<file path="config.mk">
export PLATFORM = sky130hd
export DESIGN_NAME = fp_addsub_pipe
export DESIGN_NICKNAME = d
export VERILOG_FILES = /design/src/rtl/fp_addsub_pipe.sv
export SDC_FILE = /design/constraint.sdc
export NUM_CORES = 1
export LEC_CHECK = 0
export BUFFER_PORTS_ARGS = -buffer_cell sky130_fd_sc_hd__buf_2
export CORE_ASPECT_RATIO = 0.6
export CORE_MARGIN = 3
export CORE_UTILIZATION = 45
export CTS_CLUSTER_DIAMETER = 200
export DETAILED_ROUTE_END_ITERATION = 7
export PLACE_DENSITY_LB_ADDON = 0.25
export SYNTH_ARGS = -nofsm -noshare
export SYNTH_HDL_FRONTEND = slang
export SYNTH_SLANG_ARGS = --single-unit
</file>
<file path="constraint.sdc">
create_clock -name clk -period 6.8 [get_ports clk]
set_input_delay 0.68 -clock clk [delete_from_list [all_inputs] [get_ports clk]]
set_output_delay 0.68 -clock clk [all_outputs]
set_load 0.02 [all_outputs]
</file>
<file path="src/rtl/fp_addsub_pipe.sv">
`default_nettype none
// ============================================================================
// Module   : fp_addsub_pipe
// Purpose  : Three-stage pipelined FP adder/subtractor, valid/ready handshake,
//            truncate or round-to-nearest-even, flush-to-zero, exception flags.
// Revision : 1.0 - initial release
// ============================================================================
module fp_addsub_pipe #(
    parameter int EXP_W = 8,
    parameter int MAN_W = 23,
    parameter int W     = EXP_W + MAN_W + 1
) (
    input  logic         clk,
    input  logic         reset,
    input  logic         in_valid,
    output logic         in_ready,
    input  logic [W-1:0] a,
    input  logic [W-1:0] b,
    input  logic         op,
    input  logic         rnd_mode,
    output logic         out_valid,
    input  logic         out_ready,
    output logic [W-1:0] sum,
    output logic         overflow,
    output logic         underflow,
    output logic         invalid
);

    localparam int c_al_w  = MAN_W + 3;              // hidden, mantissa, G, R
    localparam int c_ext_w = MAN_W + 4;              // plus sticky
    localparam int c_lz_w  = $clog2(c_ext_w + 1);
    localparam int c_xw    = ((EXP_W > c_lz_w) ? EXP_W : c_lz_w) + 2;
    localparam logic [EXP_W-1:0] c_exp_max = {EXP_W{1'b1}};
    localparam logic [c_xw-1:0]  c_emax_x  = {{(c_xw-EXP_W){1'b0}}, {EXP_W{1'b1}}};
    localparam logic [W-1:0]     c_qnan    = {1'b0, {EXP_W{1'b1}}, 1'b1, {(MAN_W-1){1'b0}}};

    // ---------------- flow control ----------------
    logic r_init, r_v1, r_v2;
    logic w_stall, w_en, w_accept;

    assign w_stall  = out_valid & ~out_ready;
    assign w_en     = ~w_stall;
    assign in_ready = r_init & ~w_stall;
    assign w_accept = in_valid & in_ready;

    // ---------------- stage 1: unpack, classify, swap ----------------
    logic             w1_as, w1_bs;
    logic [EXP_W-1:0] w1_ae, w1_be;
    logic [MAN_W-1:0] w1_am, w1_bm;
    logic             w1_a_zero, w1_a_inf, w1_a_nan, w1_b_zero, w1_b_inf, w1_b_nan;
    logic             w1_swap, w1_spec, w1_inv;
    logic [W-1:0]     w1_spec_res;

    assign w1_as = a[W-1];
    assign w1_ae = a[W-2:MAN_W];
    assign w1_am = a[MAN_W-1:0];
    assign w1_bs = b[W-1] ^ op;
    assign w1_be = b[W-2:MAN_W];
    assign w1_bm = b[MAN_W-1:0];

    assign w1_a_zero = (w1_ae == '0);
    assign w1_a_inf  = (w1_ae == c_exp_max) && (w1_am == '0);
    assign w1_a_nan  = (w1_ae == c_exp_max) && (w1_am != '0);
    assign w1_b_zero = (w1_be == '0);
    assign w1_b_inf  = (w1_be == c_exp_max) && (w1_bm == '0);
    assign w1_b_nan  = (w1_be == c_exp_max) && (w1_bm != '0);
    assign w1_swap   = (b[W-2:0] > a[W-2:0]);

    always_comb begin
        w1_spec     = 1'b1;
        w1_inv      = 1'b0;
        w1_spec_res = a;
        if (w1_a_nan)
            w1_spec_res = a;
        else if (w1_b_nan)
            w1_spec_res = {w1_bs, b[W-2:0]};
        else if (w1_a_inf && w1_b_inf && (w1_as != w1_bs)) begin
            w1_spec_res = c_qnan;
            w1_inv      = 1'b1;
        end else if (w1_a_inf)
            w1_spec_res = a;
        else if (w1_b_inf)
            w1_spec_res = {w1_bs, b[W-2:0]};
        else if (w1_a_zero && w1_b_zero)
            w1_spec_res = {w1_as & w1_bs, {(W-1){1'b0}}};
        else if (w1_b_zero)
            w1_spec_res = a;
        else if (w1_a_zero)
            w1_spec_res = {w1_bs, b[W-2:0]};
        else
            w1_spec = 1'b0;
    end

    logic             r1_spec, r1_inv, r1_sign, r1_sub, r1_rnd;
    logic [W-1:0]     r1_spec_res;
    logic [EXP_W-1:0] r1_exp, r1_diff;
    logic [MAN_W:0]   r1_mbig, r1_msml;

    always_ff @(posedge clk or negedge reset) begin
        if (!reset) begin
            r_init      <= 1'b0;
            r_v1        <= 1'b0;
            r1_spec     <= 1'b0;
            r1_inv      <= 1'b0;
            r1_sign     <= 1'b0;
            r1_sub      <= 1'b0;
            r1_rnd      <= 1'b0;
            r1_spec_res <= '0;
            r1_exp      <= '0;
            r1_diff     <= '0;
            r1_mbig     <= '0;
            r1_msml     <= '0;
        end else begin
            r_init <= 1'b1;
            if (w_en) begin
                r_v1        <= w_accept;
                r1_spec     <= w1_spec;
                r1_inv      <= w1_inv;
                r1_sign     <= w1_swap ? w1_bs : w1_as;
                r1_sub      <= w1_as ^ w1_bs;
                r1_rnd      <= rnd_mode;
                r1_spec_res <= w1_spec_res;
                r1_exp      <= w1_swap ? w1_be : w1_ae;
                r1_diff     <= w1_swap ? (w1_be - w1_ae) : (w1_ae - w1_be);
                r1_mbig     <= w1_swap ? {1'b1, w1_bm} : {1'b1, w1_am};
                r1_msml     <= w1_swap ? {1'b1, w1_am} : {1'b1, w1_bm};
            end
        end
    end

    // ---------------- stage 2: align with G/R/S, add or subtract ----------------
    logic [c_al_w-1:0]  w2_pre, w2_sh;
    logic               w2_st;
    logic [31:0]        w2_d;
    logic [c_ext_w-1:0] w2_big, w2_small;
    logic [c_ext_w:0]   w2_mag;

    assign w2_pre = {r1_msml, 2'b00};
    assign w2_d   = 32'(r1_diff);

    always_comb begin
        w2_sh = '0;
        w2_st = 1'b0;
        if (w2_d >= 32'(c_al_w)) begin
            w2_st = |w2_pre;
        end else begin
            w2_sh = w2_pre >> w2_d;
            for (int i = 0; i < c_al_w; i++)
                if (32'(i) < w2_d) w2_st = w2_st | w2_pre[i];
        end
    end

    assign w2_big   = {r1_mbig, 3'b000};
    assign w2_small = {w2_sh, w2_st};
    assign w2_mag   = r1_sub ? ({1'b0, w2_big} - {1'b0, w2_small})
                             : ({1'b0, w2_big} + {1'b0, w2_small});

    logic               r2_spec, r2_inv, r2_sign, r2_rnd;
    logic [W-1:0]       r2_spec_res;
    logic [EXP_W-1:0]   r2_exp;
    logic [c_ext_w:0]   r2_mag;

    always_ff @(posedge clk or negedge reset) begin
        if (!reset) begin
            r_v2        <= 1'b0;
            r2_spec     <= 1'b0;
            r2_inv      <= 1'b0;
            r2_sign     <= 1'b0;
            r2_rnd      <= 1'b0;
            r2_spec_res <= '0;
            r2_exp      <= '0;
            r2_mag      <= '0;
        end else if (w_en) begin
            r_v2        <= r_v1;
            r2_spec     <= r1_spec;
            r2_inv      <= r1_inv;
            r2_sign     <= r1_sign;
            r2_rnd      <= r1_rnd;
            r2_spec_res <= r1_spec_res;
            r2_exp      <= r1_exp;
            r2_mag      <= w2_mag;
        end
    end

    // ---------------- stage 3: normalise, round, pack ----------------
    logic [c_lz_w-1:0]  w3_lz;
    logic [c_ext_w-1:0] w3_norm;
    logic [c_xw-1:0]    w3_enorm, w3_efin;
    logic [MAN_W+1:0]   w3_rm;
    logic [MAN_W-1:0]   w3_man;
    logic               w3_inc, w3_unf, w3_ovf;
    logic [W-1:0]       w3_res;
    logic               w3_f_ovf, w3_f_unf, w3_f_inv;

    always_comb begin
        w3_lz = '0;
        for (int i = 0; i < c_ext_w; i++)
            if (r2_mag[i]) w3_lz = c_lz_w'(c_ext_w - 1 - i);
    end

    // A carry shifts right once, folding the lost bit into sticky.
    always_comb begin
        if (r2_mag[c_ext_w]) begin
            w3_norm  = {r2_mag[c_ext_w:2], r2_mag[1] | r2_mag[0]};
            w3_enorm = c_xw'(r2_exp) + {{(c_xw-1){1'b0}}, 1'b1};
        end else begin
            w3_norm  = r2_mag[c_ext_w-1:0] << w3_lz;
            w3_enorm = c_xw'(r2_exp) - c_xw'(w3_lz);
        end
    end

    assign w3_inc  = r2_rnd & w3_norm[2] & (w3_norm[1] | w3_norm[0] | w3_norm[3]);
    assign w3_rm   = {1'b0, w3_norm[c_ext_w-1:3]} + {{(MAN_W+1){1'b0}}, w3_inc};
    assign w3_man  = w3_rm[MAN_W+1] ? '0 : w3_rm[MAN_W-1:0];
    assign w3_efin = w3_enorm + {{(c_xw-1){1'b0}}, w3_rm[MAN_W+1]};
    assign w3_unf  = w3_efin[c_xw-1] | (w3_efin == '0);
    assign w3_ovf  = ~w3_unf & (w3_efin >= c_emax_x);

    always_comb begin
        w3_res   = {r2_sign, w3_efin[EXP_W-1:0], w3_man};
        w3_f_ovf = 1'b0;
        w3_f_unf = 1'b0;
        w3_f_inv = 1'b0;
        if (r2_spec) begin
            w3_res   = r2_spec_res;
            w3_f_inv = r2_inv;
        end else if (r2_mag == '0) begin
            w3_res = '0;
        end else if (w3_unf) begin
            w3_res   = {r2_sign, {(W-1){1'b0}}};
            w3_f_unf = 1'b1;
        end else if (w3_ovf) begin
            w3_res   = {r2_sign, c_exp_max, {MAN_W{1'b0}}};
            w3_f_ovf = 1'b1;
        end
    end

    always_ff @(posedge clk or negedge reset) begin
        if (!reset) begin
            out_valid <= 1'b0;
            sum       <= '0;
            overflow  <= 1'b0;
            underflow <= 1'b0;
            invalid   <= 1'b0;
        end else if (w_en) begin
            out_valid <= r_v2;
            sum       <= w3_res;
            overflow  <= r_v2 & w3_f_ovf;
            underflow <= r_v2 & w3_f_unf;
            invalid   <= r_v2 & w3_f_inv;
        end
    end

endmodule
`default_nettype wire

</file>
==> flow_summary.toml <==
[placement]
dpl.cell_count = 2917
port_buffers = 106
hpwl_um = 51700
dp_worst_setup_slack_ns = -0.168
gp_congestion = 1.05

[clocking]
cts_tree = "done"
clock_path_buffers = 3
path_clk_slew_ns = 0.08
cts_buffers = 23
clockRootBuffer = "clkbuf_16"
htree_levels = 1
clock-sinks = 211
hold_buffers = 0
clk_latency_ns = 0.56

[floorplanning]
rows = 56
die_width_um = 264
core_area_mm2 = 0.0393
start_util_pct = 45.8
die_area_mm2 = 0.0426
fp.dieH_um = 161
ios = 107

[logic_synthesis]
synth_nets = 2480
async_reset_ff_share_pct = 100
yosysSeqAreaShare_pct = 29.3
synth_cell_types = 98
dominantRegCellSynth = "dfrtp_1"
synth_edf_count = 0
synth.top_cells.by_area = "dfrtp_1 29%, nand2_1 7.0%, ha_1 6.8%"
synth_top_area_share_pct = 29.3
syn_area_per_cell_um2 = 7.81
yosysWarnings = 0
syn_area_mm2 = 0.0180
ys_ff_latch = 211
yosysTopAreaCell = "dfrtp_1"
synth_common_cells = "336 x nand2_1, 243 x nor2_1, 211 x dfrtp_1, 210 x a21oi_1, 159 x o21ai_0"
synth_most_common_cell = "nand2_1"
postSynthCellCount = 2308

[worst_hold_path]
holdCritPathClass = "input port to asynchronous set/reset pin"

[worst_setup_path]
r2r_cells = 26
criticalPathCategory = "flip-flop to flip-flop"
worst_setup_path_start_kind = "flip-flop"
rr_endpoint = "sum[28]"
reg2reg_slack_ns = 0.29
cp.required_ns = 7.25
end_kind = "flip-flop"
critPathMaxFanout = 9
crit_arrival_ns = 6.96
reg2reg_from = "r2_mag[4]"

[global_routing]
track_usage_pct = 30.6
grt_max_degree = 138
overflow = 0
first_global_vias = 17100
grt_pass1_wl_um = 102000
antenna_found_initial = 1

[detailed_routing]
wl_met3_um = 8440
drc = 0
vias = 18300
drt_wl_total_um = 66900
dr_wl_met2_um = 26300
wire_per_inst_um = 22.6
drt-met1-wl_um = 31100
detail-route-antenna-nets = 0
first_iter_violations = 2137
drt-vias-per-instance = 6.19
highest_layer = "met5"
dr.pass1.iters = 7

[finish]
fill_cells = 3847
diodes = 0
drive_gt1_share_pct = 15.4
final_core_util_pct = 52.3
nets = 2593
final_cell_count_no_fill = 2959
area_delta_synth_final_pct = 14.2

[sta]
fmax_mhz = 154
maxSlewHeadroom_pct = 23.2
fin_ws_ns = 0.291
hold_viol_final = 0
tightest_slew_ns = 1.14
drv_slew = 0
finalSetupViolCount = 0
post-route-period-util_pct = 95.7
finalClockSkew_ns = 0.0231
fin_crit_ns = 6.51

[job]
drv_cap = 0

[pwr]
ir_drop_mv = 0.255
switching_share_pct = 48.3
total_power_mw = 8.53
pwr-share-seq_pct = 25.2
p_comb_share_pct = 58.1
pwr_density_cell_mw_per_mm2 = 414
p_int_mw = 4.40
switching_power_mw = 4.12
clockPowerShare_pct = 16.7
power_leakage_nw = 9.26

[status]
run_status = "complete, no violations"
## layout make-up
class	count	area, um^2	share of cell area (%)
Clock buffer	29	648	3.15
Tap cell	522	653	3.17
Multi-Input combinational cell	1823	11700	57.1
Clock inverter	12	191	0.931
Timing Repair Buffer	236	1580	7.69
Sequential cell	211	5280	25.7
Inverter	126	474	2.31
## per-stage QoR
| step | cell area, um^2 | TNS, ns | hold WS [ns] |
|---|---|---|---|
| floorplan | 18000 | 0 | 0.384 |
| global placement | 19600 | 0 | 0.445 |
| detailed placement | 19600 | -0.940 | 0.450 |
| CTS | 20500 | 0 | 0.0755 |
| global route | 20600 | -0.0225 | 0.0886 |
| finish | 20600 | 0 | 0.0552 |
## sequential cells by signal, indices dropped and copies added (netlist names), 8 cells and up
name and count:
r1_spec_res 32, r2_spec_res 32, sum 32, r2_mag 28
r1_mbig 24, r1_msml 23, r1_diff 8, r1_exp 8
r2_exp 8
## logic make-up after synthesis
kind of cell | Yosys count | share of synthesized area (%)
other cells | 1 | 0.0208
mux | 115 | 7.87
simple gates | 834 | 21.0
compound gates | 706 | 25.2
xor+xnor | 64 | 3.11
flops | 211 | 29.3
fa+ha+maj | 103 | 7.31
buf+inv | 274 | 6.15
## what timing repair did
item	4_1_cts	5_1_grt
buffers inserted	0	1
gates resized for setup	2	19
pin swaps	0	0
hold endpoints to repair	0	0
endpoints found under the setup margin	16	32
## critical path: stages, from the launching register on
cell and delay (ns):
dfrtp_2 0.51, or4_4 0.59, or3_1 0.42, a21oi_4 0.29, inv_2 0.17, buf_4 0.19, mux2i_1 0.15, a2111oi_0 0.11
a311o_2 0.43, a211oi_4 0.33, nand4b_4 0.15, or3_1 0.43, nor2_1 0.12, ha_1 0.18, ha_1 0.17, inv_1 0.06
a2111oi_1 0.32, buf_4 0.19, xor2_1 0.14, mux2i_1 0.12, nor4_1 0.32, nand3_1 0.13, o22ai_1 0.22, buf_4 0.17
nand2b_1 0.12, and2_1 0.19, o31ai_1 0.18
## worst max path at each step
stage | from | to | slack (ns) | depth (start not counted)
floorplan | r2_mag[7] | sum[7] | 0.78 | 32
global placement | r2_mag[8] | sum[19] | 0.10 | 26
detailed placement | r2_mag[8] | sum[17] | -0.17 | 26
CTS | r2_mag[8] | sum[21] | 0.03 | 29
global route | r2_mag[12] | sum[6] | -0.01 | 28
finish | r2_mag[4] | sum[28] | 0.29 | 26
## placed cells by master (no fill, tap or decap), types with 18 or more instances in the layout
cell,n
o21ai_0,158
a21o_1,38
a31oi_1,27
buf_2,105
o21ai_1,18
xnor2_1,41
ha_1,98
nand2b_1,25
inv_1,120
mux2_2,23
buf_4,124
nand4_1,24
a221oi_1,37
o21a_1,28
mux4_2,19
clkbuf_16,23
a211oi_1,29
nor2_1,242
mux2i_1,71
a21oi_1,208
nand2_1,336
dfrtp_1,209
xor2_1,23
nor4_1,22
nand3_1,40
nor3_1,45
## per-layer routing
layer	global-route usage, %	vias to the layer above
met5	0	-
met4	5.21	2
met3	11.2	70
met2	41.9	856
met1	46.1	8852
li1	-	8526
## power groups by stage
stage	Sequential [mW]	Clock, mW	Combinational, mW
final	2.15	1.43	4.95
after floorplan	1.99	0	3.09
after global routing	2.20	1.50	5.31
after global placement	2.11	0	4.71
after detailed placement	2.13	0	4.71
after CTS	2.11	1.45	4.75
No activity file was read; power rests on OpenSTA's default activity.
